## src/rtl/imm_adder_arbiter_if.sv

```systemverilog
// imm_adder_arbiter_if: request and result channels of the immediate-adder arbiter.
// slave  : the arbiter itself (accepts requests, presents results).
// master : the decode/control side driving requests and consuming results.
interface imm_adder_arbiter_if #(
  parameter int DATA_WIDTH = 32,
  parameter int TAG_WIDTH  = 4
);
  logic [1:0]            req_valid;
  logic [1:0]            req_ready;
  logic [1:0]            req0_op;
  logic [1:0]            req1_op;
  logic [DATA_WIDTH-1:0] req0_a;
  logic [DATA_WIDTH-1:0] req1_a;
  logic [DATA_WIDTH-1:0] req0_b;
  logic [DATA_WIDTH-1:0] req1_b;
  logic [TAG_WIDTH-1:0]  req0_tag;
  logic [TAG_WIDTH-1:0]  req1_tag;
  logic                  out_valid;
  logic                  out_ready;
  logic [DATA_WIDTH-1:0] out_result;
  logic                  out_src;
  logic [TAG_WIDTH-1:0]  out_tag;
  logic                  out_err;

  modport slave (
    input  req_valid, req0_op, req1_op, req0_a, req1_a, req0_b, req1_b, req0_tag, req1_tag,
    output req_ready,
    output out_valid, out_result, out_src, out_tag, out_err,
    input  out_ready
  );

  modport master (
    output req_valid, req0_op, req1_op, req0_a, req1_a, req0_b, req1_b, req0_tag, req1_tag,
    input  req_ready,
    input  out_valid, out_result, out_src, out_tag, out_err,
    output out_ready
  );
endinterface

```

## src/rtl/imm_adder_arbiter.sv

```systemverilog
// imm_adder_arbiter: round-robin arbitration of one shared immediate adder between
// the upper-immediate former (requester 0) and the branch/jump target unit
// (requester 1), with a single registered, tagged result stage.
// Optional feature macro: IMM_ADDER_ARB_GRANT_COUNT_EN adds grant_count0/1 outputs
// counting accepted transfers per requester.
module imm_adder_arbiter #(
  parameter int DATA_WIDTH = 32,
  parameter int TAG_WIDTH  = 4
) (
  input logic                clock,
  input logic                reset_n,
  imm_adder_arbiter_if.slave bus
`ifdef IMM_ADDER_ARB_GRANT_COUNT_EN
  ,
  output logic [31:0]        grant_count0,
  output logic [31:0]        grant_count1
`endif
);

  // Requester payloads gathered into arrays so the granted one can be indexed.
  logic [1:0]            op_arr  [2];
  logic [DATA_WIDTH-1:0] a_arr   [2];
  logic [DATA_WIDTH-1:0] b_arr   [2];
  logic [TAG_WIDTH-1:0]  tag_arr [2];

  assign op_arr[0]  = bus.req0_op;
  assign op_arr[1]  = bus.req1_op;
  assign a_arr[0]   = bus.req0_a;
  assign a_arr[1]   = bus.req1_a;
  assign b_arr[0]   = bus.req0_b;
  assign b_arr[1]   = bus.req1_b;
  assign tag_arr[0] = bus.req0_tag;
  assign tag_arr[1] = bus.req1_tag;

  logic                  out_valid_reg;
  logic [DATA_WIDTH-1:0] result_reg;
  logic                  src_reg;
  logic [TAG_WIDTH-1:0]  tag_reg;
  logic                  err_reg;
  logic                  last_grant_reg;

  logic                  can_accept;
  logic [1:0]            grant;
  logic                  transfer;
  logic                  sel;
  logic [DATA_WIDTH-1:0] sum;
  logic [DATA_WIDTH-1:0] sel_result;
  logic                  sel_err;

  // The stage can take a new result when empty or when the held one leaves this edge.
  assign can_accept = !out_valid_reg || bus.out_ready;

  // A requester wins when it is alone, or when it was not the last one served.
  // Held off while reset is asserted so req_ready reads 00 during reset.
  genvar gi;
  generate
    for (gi = 0; gi < 2; gi++) begin : g_grant
      assign grant[gi] = reset_n && can_accept && bus.req_valid[gi] &&
                         (!bus.req_valid[1-gi] || (last_grant_reg != 1'(gi)));
    end
  endgenerate

  assign transfer      = |grant;
  assign sel           = grant[1];
  assign bus.req_ready = grant;

  // Single shared adder on the granted operands; carry-out is dropped.
  assign sum = a_arr[sel] + b_arr[sel];

  // Operation decode of the shared adder output.
  always_comb begin
    sel_result = sum;
    sel_err    = 1'b0;
    case (op_arr[sel])
      2'b00:   sel_result = b_arr[sel];
      2'b01:   sel_result = sum;
      2'b10:   sel_result = {sum[DATA_WIDTH-1:1], 1'b0};
      default: begin
        sel_result = '0;
        sel_err    = 1'b1;
      end
    endcase
  end

  // Result register and round-robin pointer; a new transfer takes precedence over draining.
  always_ff @(posedge clock or negedge reset_n) begin
    if (!reset_n) begin
      out_valid_reg  <= 1'b0;
      result_reg     <= '0;
      src_reg        <= 1'b0;
      tag_reg        <= '0;
      err_reg        <= 1'b0;
      last_grant_reg <= 1'b1;
    end else if (transfer) begin
      out_valid_reg  <= 1'b1;
      result_reg     <= sel_result;
      src_reg        <= sel;
      tag_reg        <= tag_arr[sel];
      err_reg        <= sel_err;
      last_grant_reg <= sel;
    end else if (out_valid_reg && bus.out_ready) begin
      out_valid_reg  <= 1'b0;
    end
  end

  assign bus.out_valid  = out_valid_reg;
  assign bus.out_result = result_reg;
  assign bus.out_src    = src_reg;
  assign bus.out_tag    = tag_reg;
  assign bus.out_err    = err_reg;

`ifdef IMM_ADDER_ARB_GRANT_COUNT_EN
  logic [31:0] count0_reg;
  logic [31:0] count1_reg;

  // Per-requester accepted-transfer counters, wrapping naturally at 2^32.
  always_ff @(posedge clock or negedge reset_n) begin
    if (!reset_n) begin
      count0_reg <= '0;
      count1_reg <= '0;
    end else begin
      if (grant[0]) count0_reg <= count0_reg + 32'd1;
      if (grant[1]) count1_reg <= count1_reg + 32'd1;
    end
  end

  assign grant_count0 = count0_reg;
  assign grant_count1 = count1_reg;
`endif

endmodule
```

## src/flat_wrapper.sv

```systemverilog
// flat-port wrapper written by rule: the top's interface ports become plain ports
module imm_adder_arbiter_flat 
#(
  parameter int DATA_WIDTH = 32,
  parameter int TAG_WIDTH  = 4
)
  (clock, reset_n, bus_req_valid, bus_req0_op, bus_req1_op, bus_req0_a, bus_req1_a, bus_req0_b, bus_req1_b, bus_req0_tag, bus_req1_tag, bus_req_ready, bus_out_valid, bus_out_result, bus_out_src, bus_out_tag, bus_out_err, bus_out_ready);
  imm_adder_arbiter_if #(.DATA_WIDTH(DATA_WIDTH), .TAG_WIDTH(TAG_WIDTH)) bus_i ();
  input logic clock;
  input logic reset_n;
  input wire logic [$bits(bus_i.req_valid)-1:0] bus_req_valid;
  input wire logic [$bits(bus_i.req0_op)-1:0] bus_req0_op;
  input wire logic [$bits(bus_i.req1_op)-1:0] bus_req1_op;
  input wire logic [$bits(bus_i.req0_a)-1:0] bus_req0_a;
  input wire logic [$bits(bus_i.req1_a)-1:0] bus_req1_a;
  input wire logic [$bits(bus_i.req0_b)-1:0] bus_req0_b;
  input wire logic [$bits(bus_i.req1_b)-1:0] bus_req1_b;
  input wire logic [$bits(bus_i.req0_tag)-1:0] bus_req0_tag;
  input wire logic [$bits(bus_i.req1_tag)-1:0] bus_req1_tag;
  output wire logic [$bits(bus_i.req_ready)-1:0] bus_req_ready;
  output wire logic [$bits(bus_i.out_valid)-1:0] bus_out_valid;
  output wire logic [$bits(bus_i.out_result)-1:0] bus_out_result;
  output wire logic [$bits(bus_i.out_src)-1:0] bus_out_src;
  output wire logic [$bits(bus_i.out_tag)-1:0] bus_out_tag;
  output wire logic [$bits(bus_i.out_err)-1:0] bus_out_err;
  input wire logic [$bits(bus_i.out_ready)-1:0] bus_out_ready;
  assign bus_i.req_valid = bus_req_valid;
  assign bus_i.req0_op = bus_req0_op;
  assign bus_i.req1_op = bus_req1_op;
  assign bus_i.req0_a = bus_req0_a;
  assign bus_i.req1_a = bus_req1_a;
  assign bus_i.req0_b = bus_req0_b;
  assign bus_i.req1_b = bus_req1_b;
  assign bus_i.req0_tag = bus_req0_tag;
  assign bus_i.req1_tag = bus_req1_tag;
  assign bus_req_ready = bus_i.req_ready;
  assign bus_out_valid = bus_i.out_valid;
  assign bus_out_result = bus_i.out_result;
  assign bus_out_src = bus_i.out_src;
  assign bus_out_tag = bus_i.out_tag;
  assign bus_out_err = bus_i.out_err;
  assign bus_i.out_ready = bus_out_ready;
  imm_adder_arbiter #(.DATA_WIDTH(DATA_WIDTH), .TAG_WIDTH(TAG_WIDTH)) u_core (.clock(clock), .reset_n(reset_n), .bus(bus_i));
endmodule
```

## config.mk

```make
export PLATFORM = sky130hd
export DESIGN_NAME = imm_adder_arbiter_flat
export DESIGN_NICKNAME = d
export VERILOG_FILES = /design/src/rtl/imm_adder_arbiter_if.sv /design/src/rtl/imm_adder_arbiter.sv /design/src/flat_wrapper.sv
export SDC_FILE = /design/constraint.sdc
export NUM_CORES = 1
export LEC_CHECK = 0
export CAP_MARGIN = 20
export CORE_MARGIN = 5
export CORE_UTILIZATION = 40
export CTS_CLUSTER_SIZE = 10
export DETAILED_ROUTE_END_ITERATION = 10
export HOLD_SLACK_MARGIN = 0.02
export PLACE_DENSITY = 0.79
export SLEW_MARGIN = 20
export SYNTH_ARGS = -nofsm -noshare
export SYNTH_HDL_FRONTEND = slang
export SYNTH_SLANG_ARGS = --single-unit
```

## constraint.sdc

```tcl
create_clock -name clock -period 3.9 [get_ports clock]
set_clock_uncertainty 0.15 [all_clocks]
set_input_delay 0.78 -clock clock [delete_from_list [all_inputs] [get_ports clock]]
set_output_delay 0.78 -clock clock [all_outputs]
set_load 0.02 [all_outputs]
```

==> results of run 1 <==
==> how the worst max path moves through the flow <==
| stage | start | to | slack (ns) | cells after the start |
|---|---|---|---|---|
| 2_1_floorplan | bus_out_ready | u_core.bus.out_result[27] | -0.02 | 20 |
| 3_3_place_gp | bus_out_ready | u_core.bus.out_result[27] | -0.37 | 16 |
| 3_5_place_dp | bus_out_ready | u_core.bus.out_result[27] | -0.47 | 16 |
| 4_1_cts | bus_out_ready | u_core.bus.out_result[27] | 0.09 | 16 |
| 5_1_grt | bus_out_ready | u_core.bus.out_result[27] | -0.11 | 16 |
| 6_report | bus_out_ready | u_core.bus.out_result[27] | -0.005 | 16 |
==> per-layer routing <==
metal / vias to the layer above / wire length (µm) / global-route usage (%)
met5: - / 0 / 0
met4: 0 / 542 / 10.3
li1: 2763 / - / -
met3: 49 / 1420 / 6.10
met2: 309 / 9250 / 47.2
met1: 2767 / 7310 / 33.1
==> what timing repair did <==
| item | CTS | global route |
|---|---|---|
| endpoints found under the setup margin | 9 | 6 |
| pin swaps | 9 | 16 |
| endpoints found under the hold margin | 0 | 0 |
| setup buffers | 12 | 2 |
| resized for setup | 44 | 32 |
| gates cloned | 3 | 0 |
==> through the flow <==
step	hold slack, ns	util [%]	instance area (µm²)
floorplan	0.294	-	4480
global placement	0.304	66.1	7070
detailed placement	0.313	66.1	7070
CTS	0.336	70.5	7550
global route	0.357	72.1	7710
finish	0.333	72.1	7710
==> logic make-up after synthesis <==
logic type	after synthesis
adders and majority gates	32
buffers and inverters	48
xor gates and xnor gates	32
DFF	40
muxes	5
AOI/OAI and AO/OA	161
and+or+nand+nor	322
==> area by class of cell <==
cell class                      instances  share of cell area (%)
Multi-Input combinational cell        552                    45.1
Clock buffer                            5                   0.893
Timing Repair Buffer                  308                    37.6
Tap cell                              140                    2.27
Inverter                               10                   0.584
Sequential cell                        40                    13.0
Clock inverter                          3                   0.552
==> synthesized netlist by cell type (2+ instances only) <==
cell / count
o31ai_1: 3
a21o_1: 13
and3_1: 11
clkbuf_1: 25
nand3_1: 7
nor3_1: 2
nand4_1: 8
and2_1: 2
buf_1: 4
a311oi_1: 3
o221ai_1: 3
nand2b_1: 5
o21ai_1: 10
a211o_1: 2
xor2_1: 14
dfrtp_1: 39
mux2_2: 2
o21a_1: 7
nor2_1: 51
and4_1: 2
xnor2_1: 18
nand2_1: 222
o21ai_0: 17
o211ai_1: 5
ha_1: 31
a221o_1: 2
a221oi_1: 10
or3_1: 2
buf_2: 8
mux2i_1: 3
inv_1: 10
nor2b_1: 6
o22ai_1: 10
a21oi_1: 54
a31oi_1: 8
==> where the power goes <==
group	switching, mW	internal [mW]
Clock	0.184	0.190
Sequential	0.0721	0.528
Combinational	0.888	0.938
Total	1.14	1.66
==> worst min-delay path, cell delays in order (launching register included) <==
cell	delay [ns]
dfrtp_1	0.35
nand2_1	0.05
nand2_1	0.06
==> run_results.csv, run 1 <==
group,metric,value,unit
status,status,"complete, but fails checks",
status,violations,"negative setup slack",
power,power,2.80,mW
floorplanning,io_pins,186,
placement,pre_cts_slack,-0.472,ns
drt,drc_errors,0,
sta,fin_crit_sh,100,%
yosys,ys_ff_latch,40,
global_route,grt_pass1_wl,28900,µm
global_route,grt_pass1_vias,6047,
yosys,synth-async-reset-ratio,100,%
sta,max_freq,0.256,GHz
yosys,syn-num-nets,817,
yosys,seq_area_frac_synth,23.2,%
yosys,synth_edf_count,0,
finish,antenna_cells,0,
sta,hold_violations,0,
global_route,grt.total_usage,27.3,%
cts,clockRootBuffer,"clkbuf_8",
global_route,grt.overflow.total,0,
drt,routed_wl,18500,µm
yosys,synth_area,4320,µm²
finish,final_cell_mix,"nand2_1, clkdlybuf4s50_1, buf_4",
yosys,synth-xor-area-share,6.49,%
worst_setup_path,path_cells,"dlygate4sd2_1 > nand2b_4 > and2_4 > nand3_4 > mux2i_2 > inv_1 > ha_4 > a211oi_2 > o21bai_2 > o211ai_1 > buf_4 > a31oi_2 > nor2b_4 > or3_4 > xor2_1 > a221o_1",
sta,slew_violations,0,
worst_hold_path,hp-class,"reg -> reg",
cts,cts_hold_buf,0,
global_route,grt_max_degree,44,
worst_setup_path,slowest_delay,0.36,ns
floorplanning,initial_utilization,40.4,%
worst_hold_path,hold_end,"u_core.bus.out_src",
worst_setup_path,critPathLaunchType,"input pin",
yosys,synth.avg_cell_area,6.74,µm²
sta,setup_viol,1,
yosys,synth_top_area_share,22.6,%
finish,layout.cells.most_common,"nand2_1",
cts,clock_sinks,40,
worst_setup_path,end_kind,"flop",
floorplanning,die_area,13000,µm²
finish,largest_reg_flops,32,
sta,fin_crit,3.91,ns
yosys,synth_top_family_by_area,"simple AND/OR/NAND/NOR gates",
drt,routed_via_density,5.57,
worst_setup_path,timing.rr.start,"u_core.bus.out_valid",
yosys,synth.yosys.warnings,0,
cts,cts_tree,"yes",
power,powerDensity,363,nW/µm²
yosys,synth_compound_area_share,24.3,%
yosys,synth_top_area_cell,"dfrtp_1",
finish,final_cells,1058,
worst_setup_path,crit_arrival,3.96,ns
floorplanning,die_y,114,µm
yosys,syn_inst,640,
worst_setup_path,cp_top_family,"compound AO/OA/AOI/OAI gates",
power,peakVddDrop,0.180,mV
drt,ant_nets,0,
yosys,muxShareOfSynthArea,1.22,%
sta,fin_tns_setup,-0.00505,ns
drt,wl_per_cell,17.5,µm
yosys,synth_cell_types,56,
cts,cts_buffer_depth,2,
drt,drt_iter0_drc,330,
worst_setup_path,r2r_end,"u_core.bus.out_result[27]",
worst_setup_path,cp_slowest_cell,"or3_4",
worst_setup_path,worstPathMaxFanout,6,
worst_hold_path,whs_path_depth,2,
sta,grt_setup_unrepaired,"true",
drt,firstDrtPassIters,5,
cts,clk_latency,0.32,ns
global_route,antenna_found_initial,0,
finish,multiInputGateArea,3480,µm²
cts,numCtsBuffers,5,
finish,drive_gt1_share,21.6,%
floorplanning,core-area,10700,µm²
yosys,synthAdderAreaFrac,9.45,%
placement,placedCellCount,1034,
worst_setup_path,cp_num_buf_inv,3,
worst_hold_path,hold_start,"u_core.bus.out_src",
finish,n_fill_cell,817,
yosys,synth_area_leaders,"dfrtp_1, nand2_1, ha_1",
placement,io_buffers,185,
worst_setup_path,rrSetupSlack,0.28,ns
cts,htree_levels,2,
placement,gp_congestion,0.924,
placement,hpwlAfterDp,13200,µm
drt,vias,5888,
finish,synthToLayoutAreaGrowth,78.6,%
sta,worst_pin_slew,0.996,ns
floorplanning,row_count,38,
sta,max-slew-margin-rel,33.6,%
finish,nNetsFinal,1094,
worst_setup_path,worstSetupPathType,"in -> reg",
cts,clk_transition_reported_paths,0.09,ns
sta,final.setup.worst_slack,-0.00505,ns
power,p_leak,3.57,nW
finish,ff_latch_area,1000,µm²
worst_setup_path,r2r_cells,17,
floorplanning,chipWidth,114,µm
yosys,synthSimpleGateAreaFrac,30.9,%
worst_setup_path,required,3.96,ns
run,cap_viol_max_count,0,
yosys,synthFlopType,"dfrtp_1",
Note: power is estimated with default switching activity, not from simulation.
==> run 2: changes to the inputs <==
--- a/config.mk
+++ b/config.mk
@@ -8,7 +8,7 @@
 export CAP_MARGIN = 20
 export CORE_MARGIN = 5
 export CORE_UTILIZATION = 40
-export CTS_CLUSTER_SIZE = 10
+export CTS_CLUSTER_SIZE = 16
 export DETAILED_ROUTE_END_ITERATION = 10
 export HOLD_SLACK_MARGIN = 0.02
 export PLACE_DENSITY = 0.79
==> results of run 2 <==
Same layout as run 1: the final DEF is identical, and so are final timing and power.
==> run 3: changes to the inputs <==
--- a/config.mk
+++ b/config.mk
@@ -7,11 +7,11 @@
 export LEC_CHECK = 0
 export CAP_MARGIN = 20
 export CORE_MARGIN = 5
-export CORE_UTILIZATION = 40
+export CORE_UTILIZATION = 44
 export CTS_CLUSTER_SIZE = 16
 export DETAILED_ROUTE_END_ITERATION = 10
 export HOLD_SLACK_MARGIN = 0.02
-export PLACE_DENSITY = 0.79
+export PLACE_DENSITY = 0.83
 export SLEW_MARGIN = 20
 export SYNTH_ARGS = -nofsm -noshare
 export SYNTH_HDL_FRONTEND = slang
==> constraint.sdc (replaced) <==
create_clock -name clock -period 4 [get_ports clock]
set_clock_uncertainty 0.15 [all_clocks]
set_input_delay 0.8 -clock clock [delete_from_list [all_inputs] [get_ports clock]]
set_output_delay 0.8 -clock clock [all_outputs]
set_load 0.02 [all_outputs]
==> run 3 against run 2 <==
Net effect:
- critical endpoint unchanged
- the run now ends clean
- non-clock buffer count shrank 11
- flip-flop and latch count is the same
- final area fell by 5.0%
- combinational power shrank 9%
- utilization is 3.5 points higher
==> run_results.csv, run 3 (same netlist as run 1, synthesis figures left out) <==
group,metric,value,unit
sta,grt_setup_unrepaired,"false",
floorplanning,io_pins,186,
drt,wl_per_cell,17.2,µm
worst_setup_path,worstSetupEndpoint,"u_core.bus.out_result[27]",
placement,placedCellCount,1022,
power,powerDensity,347,nW/µm²
finish,final_cells,1040,
global_route,antenna_found_initial,0,
floorplanning,die_y,109,µm
sta,slew_violations,0,
finish,layout.cells.most_common,"nand2_1",
drt,dr.max_layer_used,"met4",
cts,clk_transition_reported_paths,0.10,ns
drt,drc_errors,0,
cts,clock_sinks,40,
cts,numCtsBuffers,5,
cts,cts_buffer_depth,2,
cts,clk_latency,0.30,ns
power,peakVddDrop,0.192,mV
global_route,grt_max_degree,41,
worst_setup_path,end_kind,"flop",
power,power,2.54,mW
drt,drt_iter0_drc,351,
finish,n_fill_cell,764,
sta,max-slew-margin-rel,53.9,%
placement,hpwlAfterDp,13700,µm
power,p_leak,3.48,nW
drt,firstDrtPassIters,5,
drt,wl_met1,7390,µm
sta,fin_crit_sh,95.9,%
worst_setup_path,crit_arrival,3.88,ns
drt,wl_met2,8700,µm
run,cap_viol_max_count,0,
drt,vias,5755,
floorplanning,die_area,11900,µm²
placement,io_buffers,185,
drt,routed_wl,17900,µm
floorplanning,chipWidth,109,µm
worst_hold_path,hp-class,"reg -> reg",
worst_setup_path,timing.rr.start,"u_core.bus.out_valid",
finish,nNetsFinal,1083,
worst_setup_path,startpoint,"bus_out_ready",
sta,max_freq,0.261,GHz
worst_setup_path,rrSetupSlack,0.35,ns
global_route,grt.total_usage,30.2,%
cts,cts_tree,"yes",
placement,place_area,7050,µm²
global_route,grt.overflow.total,0,
sta,whs,0.339,ns
worst_setup_path,critPathLaunchType,"input pin",
drt,routed_via_density,5.53,
drt,ant_nets,0,
finish,final_cell_mix,"nand2_1, clkdlybuf4s50_1, buf_4",
global_route,grt_pass1_vias,5986,
worst_setup_path,worstPathMaxFanout,7,
sta,setup_viol,0,
finish,antenna_cells,0,
worst_setup_path,required,4.04,ns
sta,fin_tns_setup,0,ns
finish,drive_gt1_share,17.0,%
finish,largest_reg_flops,32,
placement,gp_congestion,0.910,
worst_setup_path,r2r_end,"u_core.bus.out_result[27]",
worst_setup_path,worstSetupPathType,"in -> reg",
finish,postLayoutCellArea,7320,µm²
finish,synthToLayoutAreaGrowth,69.6,%
floorplanning,initial_utilization,44.6,%
cts,clockRootBuffer,"clkbuf_8",
sta,worst_pin_slew,0.687,ns
cts,htree_levels,2,
finish,finish.utilization,75.6,%
worst_setup_path,r2r_cells,17,
floorplanning,core-area,9680,µm²
sta,hold_violations,0,
drt,route.met3.wl,1200,µm
status,status,"complete, no violations",
placement,pre_cts_slack,-0.462,ns
floorplanning,row_count,36,
sta,final.setup.worst_slack,0.164,ns
global_route,grt_pass1_wl,28800,µm
cts,cts_hold_buf,0,
sta,fin_crit,3.84,ns
run 3: cell type report:
type                    instances  area (µm²)  area share, %
flip-flops and latches         40        1000           13.7
multi-input cells             552        3250           44.3
clock inverters                 2        12.5          0.171
inverters                      10        40.0          0.547
repair buffers                297        2780           38.0
well taps                     133         166           2.27
clock buffers                   6        72.6          0.991
run 3: worst max-delay path, cell delays in order:
cell      delay [ns]
clkbuf_2        0.09
nand2b_4        0.11
and2_4          0.15
nand3_4         0.15
buf_6           0.16
buf_4           0.15
nand2_2         0.09
nand2_2         0.08
ha_4            0.16
buf_4           0.14
a211oi_2        0.24
o21bai_2        0.11
o211ai_1        0.31
a31oi_1         0.17
nor2b_2         0.18
or3_1           0.32
xor2_1          0.15
a221o_1         0.32
run 3: metal layers:
layer | up-vias | global-route usage [%]
met5 | - | 0
met4 | 0 | 12.7
met3 | 54 | 3.79
met2 | 283 | 53.2
met1 | 2686 | 36.8
li1 | 2732 | -
run 3: how the worst min path moves through the flow:
stage	startpoint	end	slack [ns]	cells past startpoint
finish	u_core.last_grant_reg	u_core.last_grant_reg	0.34	2
global placement	u_core.last_grant_reg	u_core.last_grant_reg	0.31	2
CTS	u_core.last_grant_reg	u_core.last_grant_reg	0.33	2
global route	u_core.last_grant_reg	u_core.last_grant_reg	0.38	2
floorplan	u_core.last_grant_reg	u_core.last_grant_reg	0.29	2
detailed placement	u_core.last_grant_reg	u_core.last_grant_reg	0.32	2
run 3: power by group:
part	switching [mW]	internal [mW]
Sequential	0.0687	0.514
Combinational	0.824	0.847
Clock	0.164	0.123
run 3: what timing repair did:
| item | CTS | global route |
|---|---|---|
| gates cloned | 1 | 0 |
| setup endpoints to repair | 11 | 11 |
| pin swaps | 10 | 11 |
| resized for setup | 17 | 10 |
| setup buffers | 8 | 2 |
